`src/rtl/afifo_wr_arbiter.sv`:
```
// Round-robin owner of the async FIFO write port for N requesters; AFIFO_ARB_TAG_EN prepends the owner index to each word.
// Latency: fifo_wen/fifo_wdata are combinational from the owner's request; one idle cycle between grants.
// Backpressure: fifo_full stalls the owner (req_ready low, burst count held); other requesters wait their turn.
module afifo_wr_arbiter #(
  parameter int N     = 4,
  parameter int DW    = 8,
  parameter int BURST = 4,
  localparam int IDW  = $clog2(N),
`ifdef AFIFO_ARB_TAG_EN
  localparam int FW   = IDW + DW
`else
  localparam int FW   = DW
`endif
) (
  input  logic            wclk,
  input  logic            rst,
  input  logic [N-1:0]    req_valid,
  input  logic [N*DW-1:0] req_data,
  output logic [N-1:0]    req_ready,
  input  logic            fifo_full,
  output logic            fifo_wen,
  output logic [FW-1:0]   fifo_wdata,
  output logic [IDW-1:0]  grant_id,
  output logic            busy
);
  localparam int CW = $clog2(BURST + 1);

  typedef enum logic {ST_IDLE, ST_BURST} state_t;

  state_t         state, state_nxt;
  logic [IDW-1:0] owner, owner_nxt;
  logic [IDW-1:0] rr_ptr, rr_ptr_nxt;
  logic [IDW-1:0] winner, idx;
  logic [CW-1:0]  cnt, cnt_nxt;
  logic           owner_vld, beat;
  logic [DW-1:0]  owner_dat;

  assign owner_vld = req_valid[owner];
  assign owner_dat = req_data[owner*DW +: DW];

  // Scan downward so the requester closest to rr_ptr is the last to overwrite.
  always_comb begin
    winner = rr_ptr;
    idx    = '0;
    for (int k = N - 1; k >= 0; k--) begin
      idx = IDW'((int'(rr_ptr) + k) % N);
      if (req_valid[idx]) winner = idx;
    end
  end

  always_comb begin
    req_ready = '0;
    beat      = 1'b0;
    if (state == ST_BURST && !rst) begin
      req_ready[owner] = ~fifo_full;
      beat             = owner_vld & ~fifo_full;
    end
  end

  always_comb begin
    state_nxt  = state;
    owner_nxt  = owner;
    rr_ptr_nxt = rr_ptr;
    cnt_nxt    = cnt;
    case (state)
      ST_IDLE: begin
        if (|req_valid) begin
          state_nxt = ST_BURST;
          owner_nxt = winner;
          cnt_nxt   = '0;
        end
      end
      ST_BURST: begin
        if (!owner_vld || (beat && cnt == CW'(BURST - 1))) begin
          state_nxt  = ST_IDLE;
          rr_ptr_nxt = (owner == IDW'(N - 1)) ? '0 : owner + IDW'(1);
          cnt_nxt    = '0;
        end else if (beat) begin
          cnt_nxt = cnt + CW'(1);
        end
      end
      default: state_nxt = ST_IDLE;
    endcase
  end

  always_ff @(posedge wclk) begin
    if (rst) begin
      state  <= ST_IDLE;
      owner  <= '0;
      rr_ptr <= '0;
      cnt    <= '0;
    end else begin
      state  <= state_nxt;
      owner  <= owner_nxt;
      rr_ptr <= rr_ptr_nxt;
      cnt    <= cnt_nxt;
    end
  end

  assign fifo_wen = beat;
  assign busy     = (state == ST_BURST);
  assign grant_id = owner;

`ifdef AFIFO_ARB_TAG_EN
  assign fifo_wdata = {owner, owner_dat};
`else
  assign fifo_wdata = owner_dat;
`endif

endmodule

```
`config.mk`:
```
export PLATFORM = sky130hd
export DESIGN_NAME = afifo_wr_arbiter
export DESIGN_NICKNAME = d
export VERILOG_FILES = /design/src/rtl/afifo_wr_arbiter.sv
export SDC_FILE = /design/constraint.sdc
export NUM_CORES = 1
export LEC_CHECK = 0
export ABC_AREA = 1
export CAP_MARGIN = 0
export CORE_ASPECT_RATIO = 1.1
export CORE_MARGIN = 3
export CORE_UTILIZATION = 38
export CTS_CLUSTER_SIZE = 28
export DETAILED_ROUTE_END_ITERATION = 8
export PLACE_DENSITY = 0.83
export SKIP_CTS_REPAIR_TIMING = 1
export SLEW_MARGIN = 40
export SYNTH_ARGS = -nofsm -noshare
export SYNTH_HDL_FRONTEND = slang
export SYNTH_SLANG_ARGS = --single-unit
```
`constraint.sdc`:
```
create_clock -name wclk -period 1.8 [get_ports wclk]
set_input_delay 0.36 -clock wclk [delete_from_list [all_inputs] [get_ports wclk]]
set_output_delay 0.36 -clock wclk [all_outputs]
set_load 0.03 [all_outputs]
```
==> results of run 1 <==
metal layers:
layer	track usage	vias up	wire length [um]
li1	-	656	-
met1	0.2438	568	1302
met2	0.3651	60	1473
met3	0.04051	8	334
met4	0.06204	0	48
met5	0	-	0
cell usage after synthesis:
| library cell | instances | area (um2) |
|---|---|---|
| nor3_1 | 1 | 5.000 |
| nor2_1 | 29 | 108.9 |
| inv_1 | 18 | 67.56 |
| nor3b_1 | 1 | 7.510 |
| a211oi_1 | 1 | 7.510 |
| buf_6 | 2 | 22.52 |
| nand2_2 | 2 | 12.51 |
| dfxtp_1 | 8 | 160.2 |
| inv_2 | 2 | 7.510 |
| o21ai_1 | 1 | 5.000 |
| buf_4 | 1 | 7.510 |
| nand2_1 | 43 | 161.4 |
| inv_4 | 1 | 6.260 |
| nand3_1 | 7 | 35.03 |
| a21oi_1 | 6 | 30.03 |
| nor2_4 | 1 | 11.26 |
| o31ai_4 | 1 | 21.27 |
| o22ai_1 | 8 | 50.05 |
| nand3_2 | 3 | 30.03 |
| buf_2 | 2 | 10.01 |
| nor4_2 | 1 | 12.51 |
| o21ai_0 | 19 | 95.09 |
| ha_1 | 6 | 75.07 |
| clkbuf_2 | 1 | 5.000 |
cell type report:
cell class	instances	share of cell area
Clock buffer	3	0.01379
Inverter	21	0.05134
Multi-Input combinational cell	130	0.4460
Sequential cell	8	0.09885
Tap cell	30	0.02299
Timing Repair Buffer	64	0.3670
cells by family (layout without fill, tap and decap cells):
kind of cell | after synthesis | count (layout) | share of synthesized area
buf+inv | 27 | 88 | 0.1324
flops | 8 | 8 | 0.1678
simple gates | 88 | 88 | 0.4023
compound gates | 36 | 36 | 0.2189
fa+ha+maj | 6 | 6 | 0.07863
worst max path at each step:
stage | startpoint | endpoint | depth (start not counted)
floorplan | grant_id[0] | fifo_wen | 5
global placement | rst | fifo_wen | 7
detailed placement | req_valid[2] | grant_id[0] | 12
CTS | rst | fifo_wen | 7
global route | grant_id[0] | fifo_wen | 6
finish | grant_id[0] | fifo_wdata[1] | 5
through the flow:
stage | area (um2) | setup slack, ns | power (mW) | TNS (ns)
2_1_floorplan | 1010 | 0.05745 | 0.7918 | 0
3_3_place_gp | 1583 | -0.02383 | 1.056 | -0.03672
3_5_place_dp | 1583 | -0.03805 | 1.078 | -0.1298
4_1_cts | 1605 | -0.03428 | 1.218 | -0.08666
5_1_grt | 1633 | 0.003731 | 1.326 | 0
6_report | 1633 | 0.08597 | 1.217 | 0
critical path: cells and delay by family, from the launching register on:
family,cells,cell delay [ns]
AOI/OAI and AO/OA,1,0.17
buffers and inverters,3,0.56
and+or+nand+nor,1,0.07
DFF,1,0.30
report_power, final:
part	internal (mW)	leakage (nW)	switching (mW)
sequential	0.206	0.0663	0.0331
clock	0.0762	0.0138	0.0591
combinational	0.352	0.730	0.490
total	0.634	0.811	0.583
sequential cells by signal, summed over array words and instances, names as in the netlist:
signal / count
grant_id: 2
rr_ptr: 2
cnt: 3
busy: 1
==> results_tabular.tex, run 1 <==
\begin{tabular}{lr}
\hline
Metric & Value \\
\hline
\multicolumn{2}{l}{\textbf{Cells and area}} \\
Commonest non-fill, non-tap cells in the layout & nand2\_1 (43), clkdlybuf4s50\_1 (34), nor2\_1 (25), buf\_4 (23), inv\_1 (17) \\
Finished Layout Cells & 256 \\
Most common library cell in the layout ignoring fill and taps & nand2\_1 \\
Fraction of final layout cells sized beyond drive strength 1 & 0.2301 \\
Area of the multi-input gates & 728.2 um2 \\
Diodes inserted & 0 \\
Number of nets at the end of the flow & 273 \\
Area delta synth->final & 71.04\% \\
Utilization after layout & 0.7039 \\
Layout fillers & 203 \\
Register area & 161.4 um2 \\
\multicolumn{2}{l}{\textbf{Global routing}} \\
Global-route wire length before repair & 5.064 mm \\
Largest net degree at the start of global routing & 23 \\
Final global-route overflow total & 0 \\
GRT Util Overall & 0.2062 \\
Antenna violations before repair & 0 \\
Vias in the first global route & 1167 \\
\multicolumn{2}{l}{\textbf{Timing}} \\
Final slew viol count & 0 \\
Final hold slack & 0.4346 ns \\
RSZ-0062 raised after global routing & no \\
Period Utilization, post-route & 0.9522 \\
Upper clock frequency limit & 583.4 MHz \\
Count of final hold-check violations & 0 \\
Finish-stage setup viols & 0 \\
Actual slew at the worst max-slew pin & 0.3560 ns \\
Max-Slew Margin vs Limit & 0.7623 \\
Final period demand of the worst path & 1.714 ns \\
Worst Clk Skew & 0.004397 ns \\
\multicolumn{2}{l}{\textbf{Synthesis}} \\
Total of flip-flops plus latches after synthesis & 8 \\
Share of synthesized area occupied by flip-flops and latches & 0.1678 \\
Post-Syn Nets & 210 \\
Warnings, synthesis & 0 \\
Per-instance average area after synthesis & 5.786 um2 \\
Library cells used by synthesis & 24 \\
Post-Synthesis Cell Area & 954.7 um2 \\
Gate Count Post-Synth & 165 \\
\multicolumn{2}{l}{\textbf{Detailed routing}} \\
DRC & 0 \\
Violation count after the first detailed-routing iteration & 13 \\
Number of vias in the routed layout & 1292 \\
ANT nets after route & 0 \\
Number of optimization iterations in the first detailed-route pass & 4 \\
Post-detailed-routing wire length & 3.160 mm \\
Number of vias per cell after detailed routing & 5.047 \\
Average wire per standard cell & 12.34 um \\
\multicolumn{2}{l}{\textbf{Power}} \\
Leakage power of the design & 0.8106 nW \\
Largest voltage drop on the vdd net & 0.5943 mV \\
Total power density per cell area & 745.0 mW/mm2 \\
\multicolumn{2}{l}{\textbf{Floorplan}} \\
CORE AREA & 0.002320 mm2 \\
Initial core utilization & 0.4115 \\
I/O Pins & 55 \\
Die Footprint & 0.003150 mm2 \\
Row Count & 18 \\
Die X & 53.79 um \\
Die Ht & 58.57 um \\
\multicolumn{2}{l}{\textbf{Clock tree}} \\
Skew-Pair Late Insertion Delay & 0.25 ns \\
Clock-pin slew of the registers on the worst-case setup and hold paths & 0.05 ns \\
Library cell used as clock root buffer & clkbuf\_4 \\
Number of H-tree branching levels & 1 \\
TritonCTS Buffers & 3 \\
Clk sink count & 8 \\
Buffers from clock root to sink, at most & 2 \\
Clock tree from TritonCTS & built \\
\multicolumn{2}{l}{\textbf{Setup path}} \\
Data arrival time at the worst-slack endpoint & 1.35 ns \\
Number of cells traversed by the worst register-to-register path & 8 \\
Chain of cells forming the critical path & inv\_1 -> buf\_4 -> nor2\_1 -> o22ai\_2 -> buf\_4 \\
Slowest-stage cell, CP & dfxtp\_1 \\
Worst setup path category & reg2out \\
Worst flop-to-flop path startpoint & grant\_id[0] \\
Required time at the worst-slack endpoint & 1.44 ns \\
Worst Setup End Kind & output pin \\
FF-to-FF End & rr\_ptr[1] \\
Critical path's largest stage delay & 0.30 ns \\
Crit path max fanout & 12 \\
Dominant cell type by count on the critical path & buf\_4 \\
Critical Path Source Type & register \\
Slack of the worst reg-to-reg path & 0.37 ns \\
\multicolumn{2}{l}{\textbf{Job}} \\
Count of max-cap constraint violations & 0 \\
\multicolumn{2}{l}{\textbf{Placement}} \\
Sum of net half-perimeters after detailed placement & 2.573 mm \\
Placed insts & 253 \\
Count of port buffers added during placement & 54 \\
GP Congestion & 0.8031 \\
\multicolumn{2}{l}{\textbf{Hold path}} \\
Worst Hold Launch & rst \\
Hold worst-path end & busy \\
Number of cells traversed by the worst hold path & 3 \\
Worst min-delay path class & in2reg \\
\multicolumn{2}{l}{\textbf{Status}} \\
Status & completed \\
\hline
\end{tabular}
Note: power is estimated with default switching activity, not from simulation.
==> run 2: changes to the inputs <==
--- a/config.mk
+++ b/config.mk
@@ -9,10 +9,11 @@
 export CAP_MARGIN = 0
 export CORE_ASPECT_RATIO = 1.1
 export CORE_MARGIN = 3
-export CORE_UTILIZATION = 38
+export CORE_UTILIZATION = 55
 export CTS_CLUSTER_SIZE = 28
 export DETAILED_ROUTE_END_ITERATION = 8
-export PLACE_DENSITY = 0.83
+export DONT_BUFFER_PORTS = 1
+export PLACE_DENSITY = 0.73
 export SKIP_CTS_REPAIR_TIMING = 1
 export SLEW_MARGIN = 40
 export SYNTH_ARGS = -nofsm -noshare
==> run 2 against run 1 <==
Compared with the run above: critical path type unchanged; register-to-register slack improved by 0.03 ns; clock power about the same; global-route usage decreased by 0.76 points; total power decreased by 16%; final area decreased by 33%; first-iteration DRC count increased by 110%; sequential power about the same; setup slack improved by 0.022 ns; largest cell class unchanged.
==> results_tabular.tex, run 2 (synthesized netlist as in run 1, its figures left out) <==
\begin{tabular}{lr}
\hline
Metric & Value \\
\hline
\multicolumn{2}{l}{\textbf{Cells and area}} \\
Largest Register & cnt \\
Area delta synth->final & 14.68\% \\
Layout fillers & 151 \\
Diodes inserted & 0 \\
Most common library cell in the layout ignoring fill and taps & nand2\_1 \\
Fraction of final layout cells sized beyond drive strength 1 & 0.2047 \\
Max reg flops & 3 \\
Cell area after layout & 0.001095 mm2 \\
Utilization after layout & 0.6863 \\
Number of nets at the end of the flow & 218 \\
Commonest non-fill, non-tap cells in the layout & nand2\_1 (43), nor2\_1 (27), o21ai\_0 (19), inv\_1 (18), o22ai\_2 (8) \\
\multicolumn{2}{l}{\textbf{Setup path}} \\
Data arrival time at the worst-slack endpoint & 1.33 ns \\
Crit path buf inv count & 3 \\
Chain of cells forming the critical path & inv\_1 -> buf\_6 -> ha\_1 -> inv\_1 -> nor2\_2 \\
CP startpoint & grant\_id[0] \\
Critical path's top delay family & flip-flops \\
Worst setup path category & reg2out \\
Worst flop-to-flop path startpoint & grant\_id[0] \\
Slowest-stage cell, CP & dfxtp\_2 \\
Critical path's largest stage delay & 0.34 ns \\
Required time at the worst-slack endpoint & 1.44 ns \\
Crit path max fanout & 13 \\
Dominant cell type by count on the critical path & inv\_1 \\
Worst Setup End Kind & output pin \\
Critical Path Source Type & register \\
\multicolumn{2}{l}{\textbf{Power}} \\
Part of the power in the clock network & 0.132 \\
Largest voltage drop on the vdd net & 0.5632 mV \\
Design internal power & 0.4897 mW \\
Fraction of power consumed by combinational cells & 0.634 \\
Fraction of power consumed by sequential logic & 0.234 \\
Leakage power of the design & 0.5225 nW \\
Total power density per cell area & 936.2 mW/mm2 \\
Switching power & 0.5352 mW \\
Total power consumption of the routed design & 1.025 mW \\
Switching power share of the total & 0.5222 \\
\multicolumn{2}{l}{\textbf{Detailed routing}} \\
DRC & 0 \\
Post-detailed-routing wire length & 2.319 mm \\
Number of vias in the routed layout & 1055 \\
Number of optimization iterations in the first detailed-route pass & 6 \\
ANT nets after route & 0 \\
Violation count after the first detailed-routing iteration & 27 \\
Average wire per standard cell & 12.34 um \\
Number of vias per cell after detailed routing & 5.612 \\
\multicolumn{2}{l}{\textbf{Global routing}} \\
Global-route wire length before repair & 3.505 mm \\
Final global-route overflow total & 0 \\
GRT Util Overall & 0.1986 \\
Antenna violations before repair & 0 \\
Largest net degree at the start of global routing & 20 \\
Vias in the first global route & 894 \\
\multicolumn{2}{l}{\textbf{Hold path}} \\
Worst Hold Launch & rst \\
Worst min-delay path class & in2reg \\
\multicolumn{2}{l}{\textbf{Job}} \\
Count of max-cap constraint violations & 0 \\
\multicolumn{2}{l}{\textbf{Timing}} \\
Final hold slack & 0.1744 ns \\
RSZ-0062 raised after global routing & no \\
Final period demand of the worst path & 1.692 ns \\
Worst Clk Skew & 0.001164 ns \\
Max-Slew Margin vs Limit & 0.7348 \\
Finish-stage setup viols & 0 \\
Final slew viol count & 0 \\
Actual slew at the worst max-slew pin & 0.3986 ns \\
Upper clock frequency limit & 591.0 MHz \\
Count of final hold-check violations & 0 \\
Period Utilization, post-route & 0.9400 \\
\multicolumn{2}{l}{\textbf{Floorplan}} \\
CORE AREA & 0.001595 mm2 \\
Row Count & 15 \\
Die Footprint & 0.002272 mm2 \\
Die X & 45.73 um \\
Initial core utilization & 0.5984 \\
Die Ht & 49.70 um \\
I/O Pins & 55 \\
\multicolumn{2}{l}{\textbf{Clock tree}} \\
Skew-Pair Late Insertion Delay & 0.25 ns \\
Clock-pin slew of the registers on the worst-case setup and hold paths & 0.05 ns \\
Buffers from clock root to sink, at most & 2 \\
Library cell used as clock root buffer & clkbuf\_4 \\
Clock tree from TritonCTS & built \\
TritonCTS Buffers & 3 \\
Number of H-tree branching levels & 1 \\
Clk sink count & 8 \\
\multicolumn{2}{l}{\textbf{Placement}} \\
Sum of net half-perimeters after detailed placement & 1.901 mm \\
Count of port buffers added during placement & 0 \\
GP Congestion & 0.7883 \\
Placement Cell Area & 0.001054 mm2 \\
\multicolumn{2}{l}{\textbf{Status}} \\
Status & completed \\
\hline
\end{tabular}
[run 2: cell count changes in the layout (fill, tap and decap cells not counted), moves of 2 or more]
cell and delta:
clkdlybuf4s50_1 -34, nor2_2 -3, o21ai_1 -3, dlymetal6s2s_1 -6, buf_4 -16, o21ai_0 +3
nor2_1 +2
[run 2: worst paths after layout]
check / end / slack (ns) / cells after the start
min reg2reg: cnt[1] / 0.54 / 4
min: busy / 0.17 / 1
max: req_ready[0] / 0.11 / 5
max reg2reg: cnt[0] / 0.40 / 9
[run 2: area by class of cell]
| cell class | count | area [um2] | area share |
|---|---|---|---|
| tap | 17 | 21.27 | 0.01943 |
| multi-input combinational | 130 | 728.2 | 0.6651 |
| sequential | 8 | 162.7 | 0.1486 |
| inverter | 21 | 81.33 | 0.07429 |
| timing repair buffer | 9 | 78.83 | 0.07200 |
| clock buffer | 3 | 22.52 | 0.02057 |
[run 2: power groups by stage]
| stage | combinational, mW | sequential (mW) | clock [mW] |
|---|---|---|---|
| 2_1_floorplan | 0.540 | 0.252 | 0 |
| 3_3_place_gp | 0.623 | 0.239 | 0 |
| 3_5_place_dp | 0.637 | 0.240 | 0 |
| 5_1_grt | 0.719 | 0.246 | 0.150 |
| 6_report | 0.649 | 0.240 | 0.135 |
| 4_1_cts | 0.638 | 0.237 | 0.137 |
[run 2: worst reg2reg max path, delay by kind of cell, from the launching register on]
family	cells	cell delay (ns)
AOI/OAI and AO/OA	1	0.27
buffers and inverters	2	0.24
DFF	1	0.34
and+or+nand+nor	6	0.43
[run 2: per-stage QoR]
step | TNS, ns | cells | setup slack [ns]
floorplan | 0 | 165 | 0.05745
global placement | 0 | 185 | 0.2984
detailed placement | 0 | 185 | 0.2649
CTS | -0.003585 | 188 | -0.003585
global route | 0 | 188 | 0.02194
finish | 0 | 188 | 0.1080
[run 2: layer usage]
| layer | GRT usage | routed length [um] | vias up | share of wire |
|---|---|---|---|---|
| li1 | - | - | 546 | - |
| met1 | 0.2200 | 901 | 461 | 0.39 |
| met2 | 0.3744 | 1207 | 48 | 0.52 |
| met3 | 0.03285 | 210 | 0 | 0.091 |
| met5 | 0 | 0 | - | 0 |
| met4 | 0.04265 | 0 | 0 | 0 |
==> run 3: changes to the inputs <==
--- a/config.mk
+++ b/config.mk
@@ -7,13 +7,15 @@
 export LEC_CHECK = 0
 export ABC_AREA = 1
 export CAP_MARGIN = 0
+export CELL_PAD_IN_SITES_DETAIL_PLACEMENT = 0
+export CELL_PAD_IN_SITES_GLOBAL_PLACEMENT = 1
 export CORE_ASPECT_RATIO = 1.1
 export CORE_MARGIN = 3
-export CORE_UTILIZATION = 55
+export CORE_UTILIZATION = 39
 export CTS_CLUSTER_SIZE = 28
 export DETAILED_ROUTE_END_ITERATION = 8
 export DONT_BUFFER_PORTS = 1
-export PLACE_DENSITY = 0.73
+export PLACE_DENSITY = 0.8
 export SKIP_CTS_REPAIR_TIMING = 1
 export SLEW_MARGIN = 40
 export SYNTH_ARGS = -nofsm -noshare
==> run 3 against run 2 <==
Compared with the run above: critical path depth decreased by 1; utilization is 20 points lower; clock skew up 0.0024 ns; count of clock-buffer cells in the layout did not move; sequential share of layout area is 0.41 points lower; via count grew 2.8%; combinational power is 1% higher; final area increased by 1.3%; non-clock buffer count unchanged; sequential cell count is the same; critical endpoint is now fifo_wdata[7].
==> results_tabular.tex, run 3 (synthesized netlist as in run 1, its figures left out) <==
\begin{tabular}{lr}
\hline
Metric & Value \\
\hline
\multicolumn{2}{l}{\textbf{Setup path}} \\
Logic depth of the worst path, buffers included & 4 \\
Critical path's largest stage delay & 0.33 ns \\
Critical Path Source Type & register \\
Chain of cells forming the critical path & inv\_1 -> buf\_4 -> o21ai\_0 -> o22ai\_2 \\
Critical path's top delay family & compound AO/OA/AOI/OAI gates \\
Worst flop-to-flop path startpoint & grant\_id[0] \\
Data arrival time at the worst-slack endpoint & 1.36 ns \\
Slack of the worst reg-to-reg path & 0.39 ns \\
Crit path max fanout & 12 \\
Slowest-stage cell, CP & o22ai\_2 \\
Number of cells traversed by the worst register-to-register path & 8 \\
FF-to-FF End & cnt[1] \\
Required time at the worst-slack endpoint & 1.44 ns \\
Worst Setup End Kind & output pin \\
CP startpoint & grant\_id[0] \\
Crit path buf inv count & 2 \\
Worst setup path category & reg2out \\
Endpoint of the most critical setup path & fifo\_wdata[7] \\
\multicolumn{2}{l}{\textbf{Detailed routing}} \\
Violation count after the first detailed-routing iteration & 27 \\
Average wire per standard cell & 12.48 um \\
Post-detailed-routing wire length & 2.509 mm \\
ANT nets after route & 0 \\
Number of vias in the routed layout & 1085 \\
DRC & 0 \\
Number of optimization iterations in the first detailed-route pass & 4 \\
Number of vias per cell after detailed routing & 5.398 \\
\multicolumn{2}{l}{\textbf{Power}} \\
Fraction of power consumed by combinational cells & 0.640 \\
Design internal power & 0.4869 mW \\
Switching power share of the total & 0.5259 \\
Total power consumption of the routed design & 1.027 mW \\
Fraction of power consumed by sequential logic & 0.228 \\
Part of the power in the clock network & 0.132 \\
Total power density per cell area & 926.5 mW/mm2 \\
Switching power & 0.5402 mW \\
Largest voltage drop on the vdd net & 0.4692 mV \\
Leakage power of the design & 0.5223 nW \\
\multicolumn{2}{l}{\textbf{Job}} \\
Count of max-cap constraint violations & 0 \\
\multicolumn{2}{l}{\textbf{Timing}} \\
Period Utilization, post-route & 0.9535 \\
RSZ-0062 raised after global routing & yes \\
Final-layout setup total negative slack & 0 ns \\
Final period demand of the worst path & 1.716 ns \\
Final slew viol count & 0 \\
Finish-stage setup viols & 0 \\
Worst Clk Skew & 0.003544 ns \\
Final hold slack & 0.1775 ns \\
Count of final hold-check violations & 0 \\
Actual slew at the worst max-slew pin & 0.4118 ns \\
Max-Slew Margin vs Limit & 0.7261 \\
Upper clock frequency limit & 582.7 MHz \\
\multicolumn{2}{l}{\textbf{Cells and area}} \\
Number of nets at the end of the flow & 218 \\
Most common library cell in the layout ignoring fill and taps & nand2\_1 \\
Layout fillers & 259 \\
Commonest non-fill, non-tap cells in the layout & nand2\_1 (43), nor2\_1 (27), o21ai\_0 (19), inv\_1 (18) \\
Largest Register & cnt \\
Max reg flops & 3 \\
Diodes inserted & 0 \\
Area delta synth->final & 16.12\% \\
Cell area after layout & 0.001109 mm2 \\
Fraction of final layout cells sized beyond drive strength 1 & 0.1930 \\
\multicolumn{2}{l}{\textbf{Clock tree}} \\
Buffers from clock root to sink, at most & 2 \\
Library cell used as clock root buffer & clkbuf\_4 \\
Skew-Pair Late Insertion Delay & 0.25 ns \\
Clock tree from TritonCTS & built \\
Clk sink count & 8 \\
Clock-pin slew of the registers on the worst-case setup and hold paths & 0.05 ns \\
TritonCTS Buffers & 3 \\
Number of H-tree branching levels & 1 \\
\multicolumn{2}{l}{\textbf{Global routing}} \\
Global-route wire length before repair & 3.864 mm \\
Final global-route overflow total & 0 \\
Antenna violations before repair & 0 \\
GRT Util Overall & 0.1652 \\
Largest net degree at the start of global routing & 23 \\
Vias in the first global route & 969 \\
\multicolumn{2}{l}{\textbf{Floorplan}} \\
Die Ht & 57.89 um \\
Initial core utilization & 0.4156 \\
Die Footprint & 0.003078 mm2 \\
Die X & 53.18 um \\
Row Count & 18 \\
I/O Pins & 55 \\
CORE AREA & 0.002297 mm2 \\
\multicolumn{2}{l}{\textbf{Placement}} \\
Sum of net half-perimeters after detailed placement & 2.044 mm \\
Count of port buffers added during placement & 0 \\
Placement Cell Area & 0.001070 mm2 \\
GP Congestion & 0.8460 \\
\multicolumn{2}{l}{\textbf{Status}} \\
Status & completed \\
\multicolumn{2}{l}{\textbf{Hold path}} \\
Worst min-delay path class & in2reg \\
\hline
\end{tabular}
-- run 3: cell counts in the layout (fill, tap and decap cells not counted) --
Identical to the previous run, type by type.
-- run 3: area by class of cell --
class	instances	area, um2	share of cell area
multi-input cells	130	728.2	0.6569
flip-flops and latches	8	160.2	0.1445
clock buffers	3	22.52	0.02032
well taps	30	37.54	0.03386
inverters	21	81.33	0.07336
repair buffers	9	78.83	0.07111
-- run 3: worst min-delay path by stage --
stage          startpoint    to  cells past startpoint
2_1_floorplan         rst  busy                      1
3_3_place_gp          rst  busy                      1
3_5_place_dp          rst  busy                      1
4_1_cts               rst  busy                      1
5_1_grt               rst  busy                      1
6_report              rst  busy                      1
-- run 3: power by group through the flow --
stage / clock [mW] / combinational, mW / sequential, mW
2_1_floorplan: 0 / 0.540 / 0.252
3_3_place_gp: 0 / 0.637 / 0.235
3_5_place_dp: 0 / 0.647 / 0.237
4_1_cts: 0.141 / 0.651 / 0.232
5_1_grt: 0.157 / 0.727 / 0.239
6_report: 0.135 / 0.658 / 0.234
-- run 3: stage by stage --
step | util | instances | worst slack, ns
after global routing | 0.4826 | 201 | -0.002658
after global placement | 0.4657 | 198 | 0.3350
final | 0.4826 | 201 | 0.08374
after detailed placement | 0.4657 | 198 | 0.2990
after floorplan | - | 165 | 0.05745
after CTS | 0.4755 | 201 | 0.02842
-- run 3: routing by layer --
layer	wire length, um	global-route usage	part of all wire	vias up
li1	-	-	-	549
met1	988	0.1598	0.39	486
met2	1274	0.3262	0.51	46
met3	211	0.03599	0.084	4
met4	34	0.06204	0.014	0
met5	0	0	0	-
